File: config.mk
export PLATFORM = sky130hd
export DESIGN_NAME = alu_seq_flat
export DESIGN_NICKNAME = d
export VERILOG_FILES = /design/src/rtl/alu_pkg.sv /design/src/rtl/alu_seq_if.sv /design/src/rtl/alu_muldiv_iter.sv /design/src/rtl/alu_seq.sv /design/src/flat_wrapper.sv
export SDC_FILE = /design/constraint.sdc
export NUM_CORES = 1
export LEC_CHECK = 0
export ABC_AREA = 1
export CAP_MARGIN = 5
export CELL_PAD_IN_SITES_DETAIL_PLACEMENT = 1
export CELL_PAD_IN_SITES_GLOBAL_PLACEMENT = 1
export CORE_UTILIZATION = 36
export CTS_CLUSTER_DIAMETER = 40
export DETAILED_ROUTE_END_ITERATION = 7
export PLACE_DENSITY = 0.81
export SLEW_MARGIN = 20
export SYNTH_ARGS = -nofsm -noshare
export SYNTH_HDL_FRONTEND = slang
export SYNTH_SLANG_ARGS = --single-unit
File: constraint.sdc
create_clock -name clk -period 1.41 [get_ports clk]
set_input_delay 0.282 -clock clk [delete_from_list [all_inputs] [get_ports clk]]
set_output_delay 0.282 -clock clk [all_outputs]
set_load 0.02 [all_outputs]
File: src/rtl/alu_pkg.sv
// Shared definitions for alu_seq: opcode encodings, FSM state and the flag bundle.
// Used by alu_seq and by its testbench.
package alu_pkg;

   localparam logic [3:0] ALU_ADD  = 4'h0;
   localparam logic [3:0] ALU_SUB  = 4'h1;
   localparam logic [3:0] ALU_AND  = 4'h2;
   localparam logic [3:0] ALU_OR   = 4'h3;
   localparam logic [3:0] ALU_XOR  = 4'h4;
   localparam logic [3:0] ALU_ROL1 = 4'h5;
   localparam logic [3:0] ALU_ROR1 = 4'h6;
   localparam logic [3:0] ALU_CLRB = 4'h7;
   localparam logic [3:0] ALU_SETB = 4'h8;
   localparam logic [3:0] ALU_INC  = 4'h9;
   localparam logic [3:0] ALU_DEC  = 4'hA;
   localparam logic [3:0] ALU_NOT  = 4'hB;
   localparam logic [3:0] ALU_DAAP = 4'hC;
   localparam logic [3:0] ALU_DAAS = 4'hD;
   localparam logic [3:0] ALU_MUL  = 4'hE;
   localparam logic [3:0] ALU_DIV  = 4'hF;

   typedef enum logic {
      IDLE = 1'b0,
      RUN  = 1'b1
   } state_t;

   typedef struct packed {
      logic c;
      logic v;
      logic h;
   } flags_t;

endpackage

File: src/rtl/alu_seq_if.sv
// Request/result bundle of alu_seq. The master drives operands and start;
// the slave (the ALU) returns the gated result, the flags and the handshake.
interface alu_seq_if #(
   parameter int WIDTH = 8
);

   logic             start;
   logic [3:0]       opcode;
   logic [WIDTH-1:0] A;
   logic [WIDTH-1:0] B;
   logic             carryIn;
   logic             halfCarry;
   logic             outputEnable;
   logic [WIDTH-1:0] result;
   logic [WIDTH-1:0] result_hi;
   logic             C;
   logic             V;
   logic             H;
   logic             busy;
   logic             done;

   modport master (
      output start, opcode, A, B, carryIn, halfCarry, outputEnable,
      input  result, result_hi, C, V, H, busy, done
   );

   modport slave (
      input  start, opcode, A, B, carryIn, halfCarry, outputEnable,
      output result, result_hi, C, V, H, busy, done
   );

endinterface

File: src/rtl/alu_muldiv_iter.sv
// One-bit-per-clock engine for unsigned shift-add multiply and restoring divide.
// res_lo/res_hi present the outcome of the current iteration; last marks the final one.
module alu_muldiv_iter #(
   parameter int WIDTH = 8
) (
   input  logic             clk,
   input  logic             rst_n,
   input  logic             load,
   input  logic             run,
   input  logic             is_div,
   input  logic [WIDTH-1:0] a,
   input  logic [WIDTH-1:0] b,
   output logic [WIDTH-1:0] res_lo,
   output logic [WIDTH-1:0] res_hi,
   output logic             c,
   output logic             v,
   output logic             last
);

   localparam int CNT_W = $clog2(WIDTH);

   // hi_q: accumulator (MUL) / partial remainder (DIV); lo_q: multiplier / dividend-quotient.
   logic [WIDTH-1:0] hi_q;
   logic [WIDTH-1:0] lo_q;
   logic [WIDTH-1:0] m_q;
   logic             div_q;
   logic [CNT_W-1:0] cnt_q;

   logic [WIDTH:0]   mul_sum;
   logic [WIDTH:0]   div_shift;
   logic [WIDTH-1:0] div_diff;
   logic             div_ok;

   assign mul_sum   = {1'b0, hi_q} + (lo_q[0] ? {1'b0, m_q} : '0);
   assign div_shift = {hi_q, lo_q[WIDTH-1]};
   // Compare on the full shifted width so a zero divisor still always subtracts.
   assign div_ok    = (div_shift >= {1'b0, m_q});
   assign div_diff  = div_shift[WIDTH-1:0] - m_q;

   assign res_hi = div_q ? (div_ok ? div_diff : div_shift[WIDTH-1:0]) : mul_sum[WIDTH:1];
   assign res_lo = div_q ? {lo_q[WIDTH-2:0], div_ok} : {mul_sum[0], lo_q[WIDTH-1:1]};
   assign last   = (cnt_q == CNT_W'(WIDTH - 1));
   assign c      = ~div_q & (|res_hi);
   assign v      = div_q & ~(|m_q);

   // NOTE: registers use non-blocking assignments so every update sees pre-edge values.
   always_ff @(posedge clk or negedge rst_n) begin
      if (!rst_n) begin
         hi_q  <= '0;
         lo_q  <= '0;
         m_q   <= '0;
         div_q <= 1'b0;
         cnt_q <= '0;
      end else if (load) begin
         hi_q  <= '0;
         lo_q  <= is_div ? a : b;
         m_q   <= is_div ? b : a;
         div_q <= is_div;
         cnt_q <= '0;
      end else if (run) begin
         hi_q  <= res_hi;
         lo_q  <= res_lo;
         cnt_q <= cnt_q + CNT_W'(1);
      end
   end

endmodule

File: src/rtl/alu_seq.sv
// Clocked WIDTH-bit ALU: 14 single-cycle ops plus iterative MUL/DIV with start/busy/done.
// Define ALU_MULDIV_EN to build the MUL/DIV engine; otherwise opcodes E/F return zeros.
module alu_seq
   import alu_pkg::*;
#(
   parameter int WIDTH = 8
) (
   input logic      clk,
   input logic      rst_n,
   alu_seq_if.slave bus
);

   localparam int               IDX_W    = $clog2(WIDTH);
   localparam logic [WIDTH-1:0] ONE      = {{(WIDTH-1){1'b0}}, 1'b1};
   localparam logic [WIDTH-1:0] MSB_ONLY = {1'b1, {(WIDTH-1){1'b0}}};

   logic             accept;
   logic             accept_sc;
   logic             busy;
   logic [WIDTH-1:0] res_q;
   logic [WIDTH-1:0] hi_q;
   flags_t           flags_q;
   logic             done_q;

   logic [WIDTH-1:0] add_b;
   logic [WIDTH:0]   add_sum;
   logic [4:0]       add_nib;
   logic             add_v;
   logic [WIDTH-1:0] bit_mask;
   logic             daa_adj;
   logic [7:0]       daa_lo;
   logic [7:0]       daa_out;
   logic             daa_c;
   logic [WIDTH-1:0] sc_res;
   flags_t           sc_flags;

   // SUB reuses the adder with B inverted; carryIn then acts as not-borrow.
   assign add_b    = (bus.opcode == ALU_SUB) ? ~bus.B : bus.B;
   assign add_sum  = {1'b0, bus.A} + {1'b0, add_b} + {{WIDTH{1'b0}}, bus.carryIn};
   assign add_nib  = {1'b0, bus.A[3:0]} + {1'b0, add_b[3:0]} + {4'b0, bus.carryIn};
   assign add_v    = ~(bus.A[WIDTH-1] ^ add_b[WIDTH-1]) & (bus.A[WIDTH-1] ^ add_sum[WIDTH-1]);
   assign bit_mask = ONE << bus.B[IDX_W-1:0];
   assign daa_adj  = bus.halfCarry | (bus.A[3:0] > 4'd9);

   // NOTE: every output of this block gets a default first, so no latch is inferred.
   always_comb begin
      sc_res   = '0;
      sc_flags = '0;
      daa_lo   = 8'h00;
      daa_out  = 8'h00;
      daa_c    = 1'b0;
      case (bus.opcode)
         ALU_ADD, ALU_SUB: begin
            sc_res   = add_sum[WIDTH-1:0];
            sc_flags = '{c: add_sum[WIDTH], v: add_v, h: add_nib[4]};
         end
         ALU_AND:  sc_res = bus.A & bus.B;
         ALU_OR:   sc_res = bus.A | bus.B;
         ALU_XOR:  sc_res = bus.A ^ bus.B;
         ALU_NOT:  sc_res = ~bus.A;
         ALU_ROL1: begin
            sc_res     = {bus.A[WIDTH-2:0], bus.carryIn};
            sc_flags.c = bus.A[WIDTH-1];
         end
         ALU_ROR1: begin
            sc_res     = {bus.carryIn, bus.A[WIDTH-1:1]};
            sc_flags.c = bus.A[0];
         end
         ALU_CLRB: sc_res = bus.A & ~bit_mask;
         ALU_SETB: sc_res = bus.A | bit_mask;
         ALU_INC: begin
            sc_res   = bus.A + ONE;
            sc_flags = '{c: &bus.A, v: (bus.A == ~MSB_ONLY), h: &bus.A[3:0]};
         end
         ALU_DEC: begin
            sc_res   = bus.A - ONE;
            sc_flags = '{c: |bus.A, v: (bus.A == MSB_ONLY), h: |bus.A[3:0]};
         end
         ALU_DAAP: begin
            daa_lo     = bus.A[7:0] + (daa_adj ? 8'h06 : 8'h00);
            daa_c      = bus.carryIn | (daa_lo > 8'h99);
            daa_out    = daa_lo + (daa_c ? 8'h60 : 8'h00);
            sc_res     = bus.A;
            sc_res[7:0] = daa_out;
            sc_flags.c = daa_c;
         end
         ALU_DAAS: begin
            daa_lo     = bus.A[7:0] - (daa_adj ? 8'h06 : 8'h00);
            daa_c      = bus.carryIn | (bus.A[7:0] > 8'h99);
            daa_out    = daa_lo - (daa_c ? 8'h60 : 8'h00);
            sc_res     = bus.A;
            sc_res[7:0] = daa_out;
            sc_flags.c = daa_c;
         end
         default: ;
      endcase
   end

`ifdef ALU_MULDIV_EN
   state_t           state;
   state_t           state_next;
   logic             is_muldiv;
   logic             finish;
   logic             it_last;
   logic             it_c;
   logic             it_v;
   logic [WIDTH-1:0] it_lo;
   logic [WIDTH-1:0] it_hi;

   assign is_muldiv = (bus.opcode == ALU_MUL) || (bus.opcode == ALU_DIV);
   assign busy      = (state == RUN);
   assign accept    = bus.start & ~busy;
   assign accept_sc = accept & ~is_muldiv;
   assign finish    = busy & it_last;

   always_ff @(posedge clk or negedge rst_n) begin
      if (!rst_n) state <= IDLE;
      else        state <= state_next;
   end

   always_comb begin
      state_next = state;
      case (state)
         IDLE:    if (accept && is_muldiv) state_next = RUN;
         RUN:     if (it_last) state_next = IDLE;
         default: state_next = IDLE;
      endcase
   end

   alu_muldiv_iter #(.WIDTH(WIDTH)) u_iter (
      .clk    (clk),
      .rst_n  (rst_n),
      .load   (accept & is_muldiv),
      .run    (busy),
      .is_div (bus.opcode == ALU_DIV),
      .a      (bus.A),
      .b      (bus.B),
      .res_lo (it_lo),
      .res_hi (it_hi),
      .c      (it_c),
      .v      (it_v),
      .last   (it_last)
   );
`else
   assign busy      = 1'b0;
   assign accept    = bus.start;
   assign accept_sc = accept;
`endif

   always_ff @(posedge clk or negedge rst_n) begin
      if (!rst_n) begin
         res_q   <= '0;
         hi_q    <= '0;
         flags_q <= '0;
         done_q  <= 1'b0;
      end else begin
         done_q <= 1'b0;
         if (accept_sc) begin
            res_q   <= sc_res;
            hi_q    <= '0;
            flags_q <= sc_flags;
            done_q  <= 1'b1;
         end
`ifdef ALU_MULDIV_EN
         else if (finish) begin
            res_q   <= it_lo;
            hi_q    <= it_hi;
            flags_q <= '{c: it_c, v: it_v, h: 1'b0};
            done_q  <= 1'b1;
         end
`endif
      end
   end

   assign bus.result    = bus.outputEnable ? res_q : '0;
   assign bus.result_hi = bus.outputEnable ? hi_q : '0;
   assign bus.C         = flags_q.c;
   assign bus.V         = flags_q.v;
   assign bus.H         = flags_q.h;
   assign bus.busy      = busy;
   assign bus.done      = done_q;

endmodule

File: src/flat_wrapper.sv
// flat-port wrapper written by rule: the top's interface ports become plain ports
module alu_seq_flat import alu_pkg::*;
#(
   parameter int WIDTH = 8
)
  (clk, rst_n, bus_start, bus_opcode, bus_A, bus_B, bus_carryIn, bus_halfCarry, bus_outputEnable, bus_result, bus_result_hi, bus_C, bus_V, bus_H, bus_busy, bus_done);
  alu_seq_if #(.WIDTH(WIDTH)) bus_i ();
  input logic clk;
  input logic rst_n;
  input wire logic [$bits(bus_i.start)-1:0] bus_start;
  input wire logic [$bits(bus_i.opcode)-1:0] bus_opcode;
  input wire logic [$bits(bus_i.A)-1:0] bus_A;
  input wire logic [$bits(bus_i.B)-1:0] bus_B;
  input wire logic [$bits(bus_i.carryIn)-1:0] bus_carryIn;
  input wire logic [$bits(bus_i.halfCarry)-1:0] bus_halfCarry;
  input wire logic [$bits(bus_i.outputEnable)-1:0] bus_outputEnable;
  output wire logic [$bits(bus_i.result)-1:0] bus_result;
  output wire logic [$bits(bus_i.result_hi)-1:0] bus_result_hi;
  output wire logic [$bits(bus_i.C)-1:0] bus_C;
  output wire logic [$bits(bus_i.V)-1:0] bus_V;
  output wire logic [$bits(bus_i.H)-1:0] bus_H;
  output wire logic [$bits(bus_i.busy)-1:0] bus_busy;
  output wire logic [$bits(bus_i.done)-1:0] bus_done;
  assign bus_i.start = bus_start;
  assign bus_i.opcode = bus_opcode;
  assign bus_i.A = bus_A;
  assign bus_i.B = bus_B;
  assign bus_i.carryIn = bus_carryIn;
  assign bus_i.halfCarry = bus_halfCarry;
  assign bus_i.outputEnable = bus_outputEnable;
  assign bus_result = bus_i.result;
  assign bus_result_hi = bus_i.result_hi;
  assign bus_C = bus_i.C;
  assign bus_V = bus_i.V;
  assign bus_H = bus_i.H;
  assign bus_busy = bus_i.busy;
  assign bus_done = bus_i.done;
  alu_seq #(.WIDTH(WIDTH)) u_core (.clk(clk), .rst_n(rst_n), .bus(bus_i));
endmodule
# Word-level counts from Yosys, hierarchy flattened
# Cells that the tools add are included.
[classes]
add_sub_neg = 10
n_mul = 0
div_mod_pow = 0
n_lt_le_gt_ge = 3
n_eq_ne = 15
shifts = 1
mux = 9
bitwise = 15
n_reduce_logical = 6
[ops]
columns = ["op", "n"]
rows = [
  ["8-bit case mux with 13 select lines", 1],
  ["4-bit equality test, second input constant", 6],
  ["8-bit NOT", 3],
  ["8-bit adder", 2],
  ["8-bit AND", 2],
  ["4-bit by 3-bit equality test with 1-bit output, second input constant", 4],
  ["8-bit greater-than comparator, second input constant", 2],
  ["8-bit 2-to-1 mux", 2],
  ["8-bit OR", 2],
  ["8-bit subtractor", 2],
  ["7-bit 2-to-1 mux", 2],
  ["8-bit by 8-bit adder with 9-bit output", 1],
  ["9-bit by 1-bit adder with 9-bit output", 1],
  ["8-bit by 1-bit adder with 8-bit output, second input constant", 1],
  ["4-bit by 2-bit equality test with 1-bit output, second input constant", 2],
  ["8-bit by 7-bit equality test with 1-bit output, second input constant", 1],
  ["8-bit equality test, second input constant", 1],
  ["8-bit AND reduction", 1],
  ["8-bit OR reduction", 1],
  ["1-bit by 3-bit left shift with 8-bit output, first input constant", 1],
  ["8-bit by 1-bit subtractor with 8-bit output, second input constant", 1],
  ["8-bit bitwise XOR", 1],
  ["1-bit case mux with 7 select lines", 1],
  ["2-bit case mux with 3 select lines", 1],
  ["14 further kinds", 17],
]
[word_totals]
ff_bits = 12
latchBits = 0
mem_bits_rw = 0
rom_bits = 0
inputBits = 26
out_inout_bits = 21
word_cells = 64
n_memories = 0

# Depth between registers and ports, before layout
# Gate-level depths: netlist (run 1).
[depth]
ltp_word = 9
ltp_mapped = 27
mapped_depth_nobuf = 26

# Worst setup path after synthesis (run 1)
# No wires, ideal clock.
[synth_timing]
path_type = "input to register"
start = "input port bus_A[0]"
end = "register u_core.res_q[6]"
setup_time_ps = 116
arrival_time_ps = 3315
required_ps = 1294
setup_slack_ps = -2022
path_stages = 24
n_path_buf = 1
path_cell_list = "clkbuf_1 -> inv_1 -> ha_1 -> nand2_1 -> nand3_1 -> nand2_1 -> ha_1 -> fa_1 -> nor2_1 -> nor2_1 -> nand3_1 -> nand3_1 -> nand2_1 -> nand2_1 -> ha_1 -> inv_1 -> fa_1 -> nor3_1 -> nor3_1 -> nand2_1 -> inv_1 -> nand4_1 -> nand2_1 -> nand2_1"
[synth_between]
elab_chain_cells = 9
elab_cells_between_ends = 18
classes_between = "add/sub (8); order compare (3); mux (4); bitwise (3)"
[synth_lines]
columns = ["item", "line", "rtl"]
rows = [
  ["from (decl)", "flat_wrapper.sv:12", "input wire logic [$bits(bus_i.A)-1:0] bus_A;"],
  ["4-bit greater-than comparator", "alu_seq.sv:43", "assign daa_adj = bus.halfCarry | (bus.A[3:0] > 4'd9);"],
  ["1-bit OR", "alu_seq.sv:43", ""],
  ["3-bit 2-to-1 mux", "alu_seq.sv:80, alu_seq.sv:88", ""],
  ["8-bit adder", "alu_seq.sv:80", "daa_lo = bus.A[7:0] + (daa_adj ? 8'h06 : 8'h00);"],
  ["8-bit greater-than comparator", "alu_seq.sv:81", "daa_c = bus.carryIn | (daa_lo > 8'h99);"],
  ["1-bit OR", "alu_seq.sv:81", ""],
  ["7-bit 2-to-1 mux", "alu_seq.sv:82", "daa_out = daa_lo + (daa_c ? 8'h60 : 8'h00);"],
  ["8-bit adder", "alu_seq.sv:82", ""],
  ["8-bit case mux with 13 select lines *", "alu_seq.sv:52", "case (bus.opcode)"],
  ["to (signal assigned)", "alu_seq.sv:159", "res_q <= sc_res;"],
  ["to (decl)", "alu_seq.sv:20", "logic [WIDTH-1:0] res_q;"],
]
# Every way passes the cells marked *; elsewhere a longest branch is shown, timed or not.
# A chain may end at the register's enable or synchronous reset.

# Worst setup path after layout (run 1)
# Same ends and word-level chain as after synthesis.

==> results.py, run 1 <==
metrics = {
    "die": {
        "std_cell_rows": 33,
        "die-height_um": 93.83,
        "die_x_um": 93.83,
        "io-pin-count": 47,
        "start_util_pct": 37.13,
        "die_area_um2": 8803,
        "placeableCoreArea_um2": 8175,
    },
    "global_routing": {
        "gr-total-overflow": 0,
        "first_global_vias": 4815,
        "initial_antenna_violation_count": 0,
        "grt_pass1_wl_um": 25140,
        "globalRouteTotalUtil_pct": 38.16,
        "grt_max_degree": 14,
    },
    "synth": {
        "synth_top_flop_cell": "dfrtp_1",
        "synthesized_instance_count": 540,
        "synth-warning-count": 0,
        "synthesis.area_um2": 3035,
        "netlist_top_cells_area": "nand2_1, ha_1, inv_1",
        "yosysTopAreaCellShare_pct": 20.03,
        "register_bit_count_reported_by_yosys": 12,
        "synth_seq_area_share_pct": 9.893,
        "yosysUniqueCellTypes": 36,
        "synth.avg_cell_area_um2": 5.621,
        "synth-async-reset-ratio_pct": 100.0,
        "synth_edf_count": 0,
        "netlist.top_cell.by_area": "nand2_1",
    },
    "timing": {
        "fmax_achieved_ghz": 0.3042,
        "finClkSkew_ns": 0,
        "grt_setup_unrepaired": "yes",
        "timing.final.setup_violations": 11,
        "max_slew.worst_pin.slew_ns": 0.6119,
        "finalCriticalPeriod_ns": 3.288,
        "layout_worst_path_cycle_share_pct": 233.2,
        "final_critical_path_setup_slack_ns": -1.878,
        "count_of_final_hold_check_violations": 0,
        "whs_ns": 0.3385,
        "slew_violations": 0,
        "max-slew-margin-rel_pct": 59.05,
        "fin_setup_tns_ns": -11.70,
    },
    "clock_network": {
        "cts_made_buffers": 3,
        "cts.sink_count": 12,
        "clock_latency_at_the_later_pin_of_the_worst_skew_pair_ns": 0.23,
        "cts_buffer_depth": 2,
        "cts_tree": "built",
        "clk_pin_slew_worst_paths_ns": 0.05,
        "ctsHtreeMaxLevel": 1,
        "cts_root_buf": "clkbuf_8",
    },
    "detailed_routing": {
        "wire_per_inst_um": 23.40,
        "post_drt_via_cell_ratio": 6.084,
        "first_pass_iters": 5,
        "route.detailed.drc": 0,
        "ant_nets": 0,
        "num_vias": 4989,
        "routed_wirelength_um": 19190,
        "drtIter0Drc": 324,
    },
    "worst_setup_path": {
        "cp-startpoint": "bus_A[0]",
        "worst-endpoint-required_ns": 1.53,
        "regToRegStartpoint": "u_core.res_q[6]$_DFFE_PN0P_",
        "setup.worst_path.end_class": "flop",
        "setup.worst_path.start_class": "input port",
        "worst-setup-path-type": "in -> reg",
        "critical_path_fanouts_max": 3,
        "critPathArrivalTime_ns": 3.41,
    },
    "layout": {
        "final-instance-count-excl-fill": 820,
        "antenna_cells_inserted": 0,
        "final_nets": 775,
        "areaGrowthSynthToFinish_pct": 70.65,
        "final_layout_size_suffix_gt1_share_pct": 37.06,
    },
    "outcome": {
        "status": "finished, violations left",
        "violated_checks": "setup timing",
    },
    "power": {
        "post-layout-total-power_uw": 2728,
        "vdd.ir_drop.worst_uv": 237.4,
        "cellLeakagePower_uw": 0.002753,
        "pwr_density_cell_nw_per_um2": 526.6,
    },
    "place": {
        "place.port_buffers": 37,
        "dp.cells": 796,
        "globalplace.congestion": 0.9965,
        "dp_worst_setup_slack_ns": -2.489,
        "dp_hpwl_um": 12300,
    },
    "min_path": {
        "hold_path_class": "in -> async",
    },
    "job": {
        "drv_cap": 0,
    },
}
-- path summary, 6_finish.rpt --
kind,end,slack [ns],cells past startpoint
worst max register to register,u_core.res_q[6]$_DFFE_PN0P_,0.71,2
min in group clk,u_core.res_q[4]$_DFFE_PN0P_,0.49,2
worst min-delay path,u_core.bus.V$_DFFE_PN0P_,0.34,2
worst max-delay path,u_core.res_q[6]$_DFFE_PN0P_,-1.88,25
worst min register to register,u_core.res_q[4]$_DFFE_PN0P_,0.49,2
max in group asynchronous,u_core.res_q[7]$_DFFE_PN0P_,0.92,2
-- layout make-up --
cell class                      instances  area [um^2]
Tap cell                              105        131.4
Sequential cell                        12        300.3
Fill cell                            1091         2995
Clock buffer                            3        41.29
Timing Repair Buffer                  184         1503
Multi-Input combinational cell        434         2872
Inverter                               82        332.8
-- Yosys cell counts (all sizes together) (2+ instances only) --
cell and n:
a21o 2, a21oi 23, buf 16, clkbuf 4, dfrtp 12, fa 5, ha 27, inv 82
nand2 165, nand3 51, nand3b 2, nand4 18, nor2 50, nor3 12, o211ai 3, o21ai 30
o21bai 3, o22ai 5, or2 4, xnor2 4, xor2 12
-- sequential cells by signal, indices dropped and copies added (netlist names) --
register	cells
u_core.bus.V	1
u_core.bus.H	1
u_core.bus.done	1
u_core.bus.C	1
u_core.res_q	8
-- stage by stage --
stage               area, um^2  util (%)
finish                    5180     63.36
global route              5180     63.36
CTS                       4937     60.39
detailed placement        4517     55.25
global placement          4517     55.25
floorplan                 3212         -
-- power by group --
part	switching [uW]	internal [uW]	total, uW
logic	1150	838	1990
registers	34.2	394	428
clock network	121	188	309
-- kinds of logic after synthesis --
family | Yosys count | synth area share [%]
fa+ha+maj | 32 | 14.43
buf+inv | 102 | 14.14
xor+xnor | 16 | 4.617
flops | 12 | 9.893
compound gates | 74 | 13.89
simple gates | 303 | 42.91
other cells | 1 | 0.1235
-- worst max-delay path: stages --
cell	delay, ns
buf_8	0.10
buf_6	0.12
inv_8	0.04
ha_4	0.12
nand2_4	0.05
nand3_4	0.07
nand2_4	0.07
ha_4	0.17
fa_2	0.56
nor2_2	0.06
nor2_4	0.11
nand3_2	0.08
nand3_2	0.08
nand2_2	0.05
nand2_2	0.09
ha_4	0.13
inv_2	0.03
fa_1	0.49
nor3_1	0.05
nor3_1	0.17
nand2_1	0.12
inv_2	0.08
nand4_1	0.08
nand2_1	0.10
nand2_1	0.07
-- what timing repair did --
item                       CTS  global route
pin swaps                   59            42
hold buffers                 0             0
setup buffers               18             6
setup endpoints to repair   23            11
resized for setup          129            49
-- cell usage in the layout (no fill, tap or decap), types with 10 or more instances in the layout --
cell type	count
a21oi_1	18
buf_4	138
buf_6	10
dfrtp_1	12
dlygate4sd2_1	21
ha_1	14
ha_4	13
inv_1	63
inv_2	13
nand2_1	135
nand2_2	20
nand3_1	39
nand4_1	18
nor2_1	39
nor3_1	10
o21ai_0	24
-- metal layers --
metal	vias to the layer above	track usage, %	routed length (um)
met2	352	69.16	9157
met3	157	5.906	1676
met1	2394	42.90	6808
met5	-	0	0
met4	0	19.23	1547
li1	2086	-	-
No activity file was read; power rests on OpenSTA's default activity.
==> run 2, diff against run 1 <==
TNS_END_PERCENT = 50   (was unset)
==> run 2 against run 1 <==
  * The run still ends with setup timing left
  * Routed wire length fell by 5.4%
  * Cell count rose by 0.24%
  * Core utilization fell by 0.18 points
  * Critical endpoint unchanged
  * Largest power group unchanged
  * Highest routed layer unchanged
==> results.py, run 2 (synthesized netlist as in run 1, its figures left out) <==
metrics = {
    "die": {
        "die_x_um": 93.83,
        "die_area_um2": 8803,
        "std_cell_rows": 33,
        "die-height_um": 93.83,
        "placeableCoreArea_um2": 8175,
        "start_util_pct": 37.13,
        "io-pin-count": 47,
    },
    "layout": {
        "largest_register": "u_core.res_q",
        "layout.cells.most_common": "nand2_1",
        "areaGrowthSynthToFinish_pct": 70.16,
        "most-common-layout-cells": "nand2_1, buf_4, inv_1",
        "largest_register_ffs": 8,
        "final_nets": 774,
        "final_layout_size_suffix_gt1_share_pct": 36.36,
    },
    "worst_setup_path": {
        "regToRegStartpoint": "u_core.bus.H$_DFFE_PN0P_",
        "worst-setup-path-type": "in -> reg",
        "setup.worst_path.start_class": "input port",
        "critical_path_fanouts_max": 3,
        "critPathArrivalTime_ns": 3.23,
        "setup.worst_path.end_class": "flop",
        "worst-endpoint-required_ns": 1.55,
        "cp-startpoint": "bus_A[1]",
    },
    "power": {
        "switching_share_pct": 46.13,
        "vdd.ir_drop.worst_uv": 268.1,
        "proportion_of_power_drawn_by_the_clock_network_pct": 13.9,
        "post-layout-total-power_uw": 2752,
        "seq_power_share_pct": 15.3,
        "cellLeakagePower_uw": 0.002771,
        "internal-power_uw": 1483,
        "p_sw_uw": 1270,
        "pwr_density_cell_nw_per_um2": 532.8,
        "combinationalPowerShare_pct": 70.8,
    },
    "timing": {
        "finalCriticalPeriod_ns": 3.098,
        "fmax_achieved_ghz": 0.3228,
        "grt_setup_unrepaired": "yes",
        "count_of_final_hold_check_violations": 0,
        "slew_violations": 0,
        "whs_ns": 0.3538,
        "finClkSkew_ns": 0,
        "timing.final.setup_violations": 11,
        "final_critical_path_setup_slack_ns": -1.688,
        "layout_worst_path_cycle_share_pct": 219.7,
        "max-slew-margin-rel_pct": 60.12,
        "max_slew.worst_pin.slew_ns": 0.5919,
    },
    "clock_network": {
        "cts.sink_count": 12,
        "cts_buffer_depth": 2,
        "clock_latency_at_the_later_pin_of_the_worst_skew_pair_ns": 0.24,
        "cts_tree": "built",
        "cts_made_buffers": 3,
        "clk_pin_slew_worst_paths_ns": 0.06,
        "cts_root_buf": "clkbuf_8",
        "ctsHtreeMaxLevel": 1,
    },
    "detailed_routing": {
        "post_drt_via_cell_ratio": 5.793,
        "wire_per_inst_um": 22.08,
        "routed_wirelength_um": 18150,
        "first_pass_iters": 5,
        "route.detailed.drc": 0,
        "ant_nets": 0,
        "num_vias": 4762,
        "drtIter0Drc": 338,
    },
    "place": {
        "dp_hpwl_um": 11990,
        "globalplace.congestion": 0.9887,
        "place.port_buffers": 37,
        "dp_worst_setup_slack_ns": -2.532,
    },
    "outcome": {
        "violated_checks": "setup timing",
        "status": "finished, violations left",
    },
    "global_routing": {
        "first_global_vias": 4897,
        "grt_pass1_wl_um": 25550,
        "grt_max_degree": 14,
        "initial_antenna_violation_count": 2,
        "gr-total-overflow": 0,
        "globalRouteTotalUtil_pct": 38.88,
    },
    "job": {
        "drv_cap": 0,
    },
    "min_path": {
        "hold_path_class": "in -> async",
    },
}
## run 2: power groups by stage
stage	clock network [uW]	registers, uW	logic (uW)
2_1_floorplan	0	431	797
3_3_place_gp	0	424	1460
3_5_place_dp	0	426	1530
4_1_cts	385	421	1700
5_1_grt	401	425	2070
6_report	382	422	1950
## run 2: path summary, 6_finish.rpt
kind                            slack [ns]                          end  cells past startpoint
min in group clk                      0.49  u_core.res_q[5]$_DFFE_PN0P_                      2
worst max register to register        0.74     u_core.bus.H$_DFFE_PN0P_                      1
worst max-delay path                 -1.69  u_core.res_q[6]$_DFFE_PN0P_                     24
max in group asynchronous             0.90     u_core.bus.H$_DFFE_PN0P_                      2
worst min-delay path                  0.35     u_core.bus.V$_DFFE_PN0P_                      2
worst min register to register        0.49  u_core.res_q[5]$_DFFE_PN0P_                      2
## run 2: layout make-up
| cell class | count | area (um^2) |
|---|---|---|
| flip-flops and latches | 12 | 300.3 |
| diodes | 2 | 5.005 |
| multi-input cells | 434 | 2831 |
| clock buffers | 4 | 55.05 |
| repair buffers | 183 | 1509 |
| inverters | 82 | 332.8 |
| fillers | 1094 | 3010 |
| well taps | 105 | 131.4 |
## run 2: what timing repair did
| action | 4_1_cts | 5_1_grt |
|---|---|---|
| setup endpoints to repair | 23 | 11 |
| buffers inserted | 14 | 7 |
| pin swaps | 54 | 34 |
| hold buffers | 0 | 0 |
| gates resized for setup | 136 | 37 |
## run 2: per-layer routing
metal	up-vias	track usage [%]	share of wire, %
met5	-	0	0
met4	0	24.49	8.9
met3	131	3.722	8.0
met2	284	67.64	46
met1	2260	45.47	37
li1	2087	-	-
## run 2: through the flow
stage	util, %	cell area, um^2	setup TNS [ns]	cells
after floorplan	-	3189	-9.595	548
after global placement	55.19	4512	-22.46	795
after detailed placement	55.19	4512	-23.89	795
after CTS	60.70	4962	-9.603	813
after global routing	63.12	5160	-11.70	820
final	63.18	5165	-10.72	822
## run 2: critical path, stage by stage
cell,delay (ns)
buf_8,0.11
inv_8,0.06
ha_4,0.13
nand2_4,0.05
nand3_4,0.08
nand2_4,0.07
ha_4,0.16
fa_2,0.54
nor2_2,0.05
nor2_2,0.16
nand3_2,0.09
nand3_2,0.09
nand2_2,0.06
nand2_4,0.08
ha_4,0.14
inv_2,0.04
fa_2,0.53
nor3_2,0.04
nor3_1,0.12
nand2_1,0.08
inv_1,0.06
nand4_1,0.08
nand2_1,0.08
nand2_1,0.05
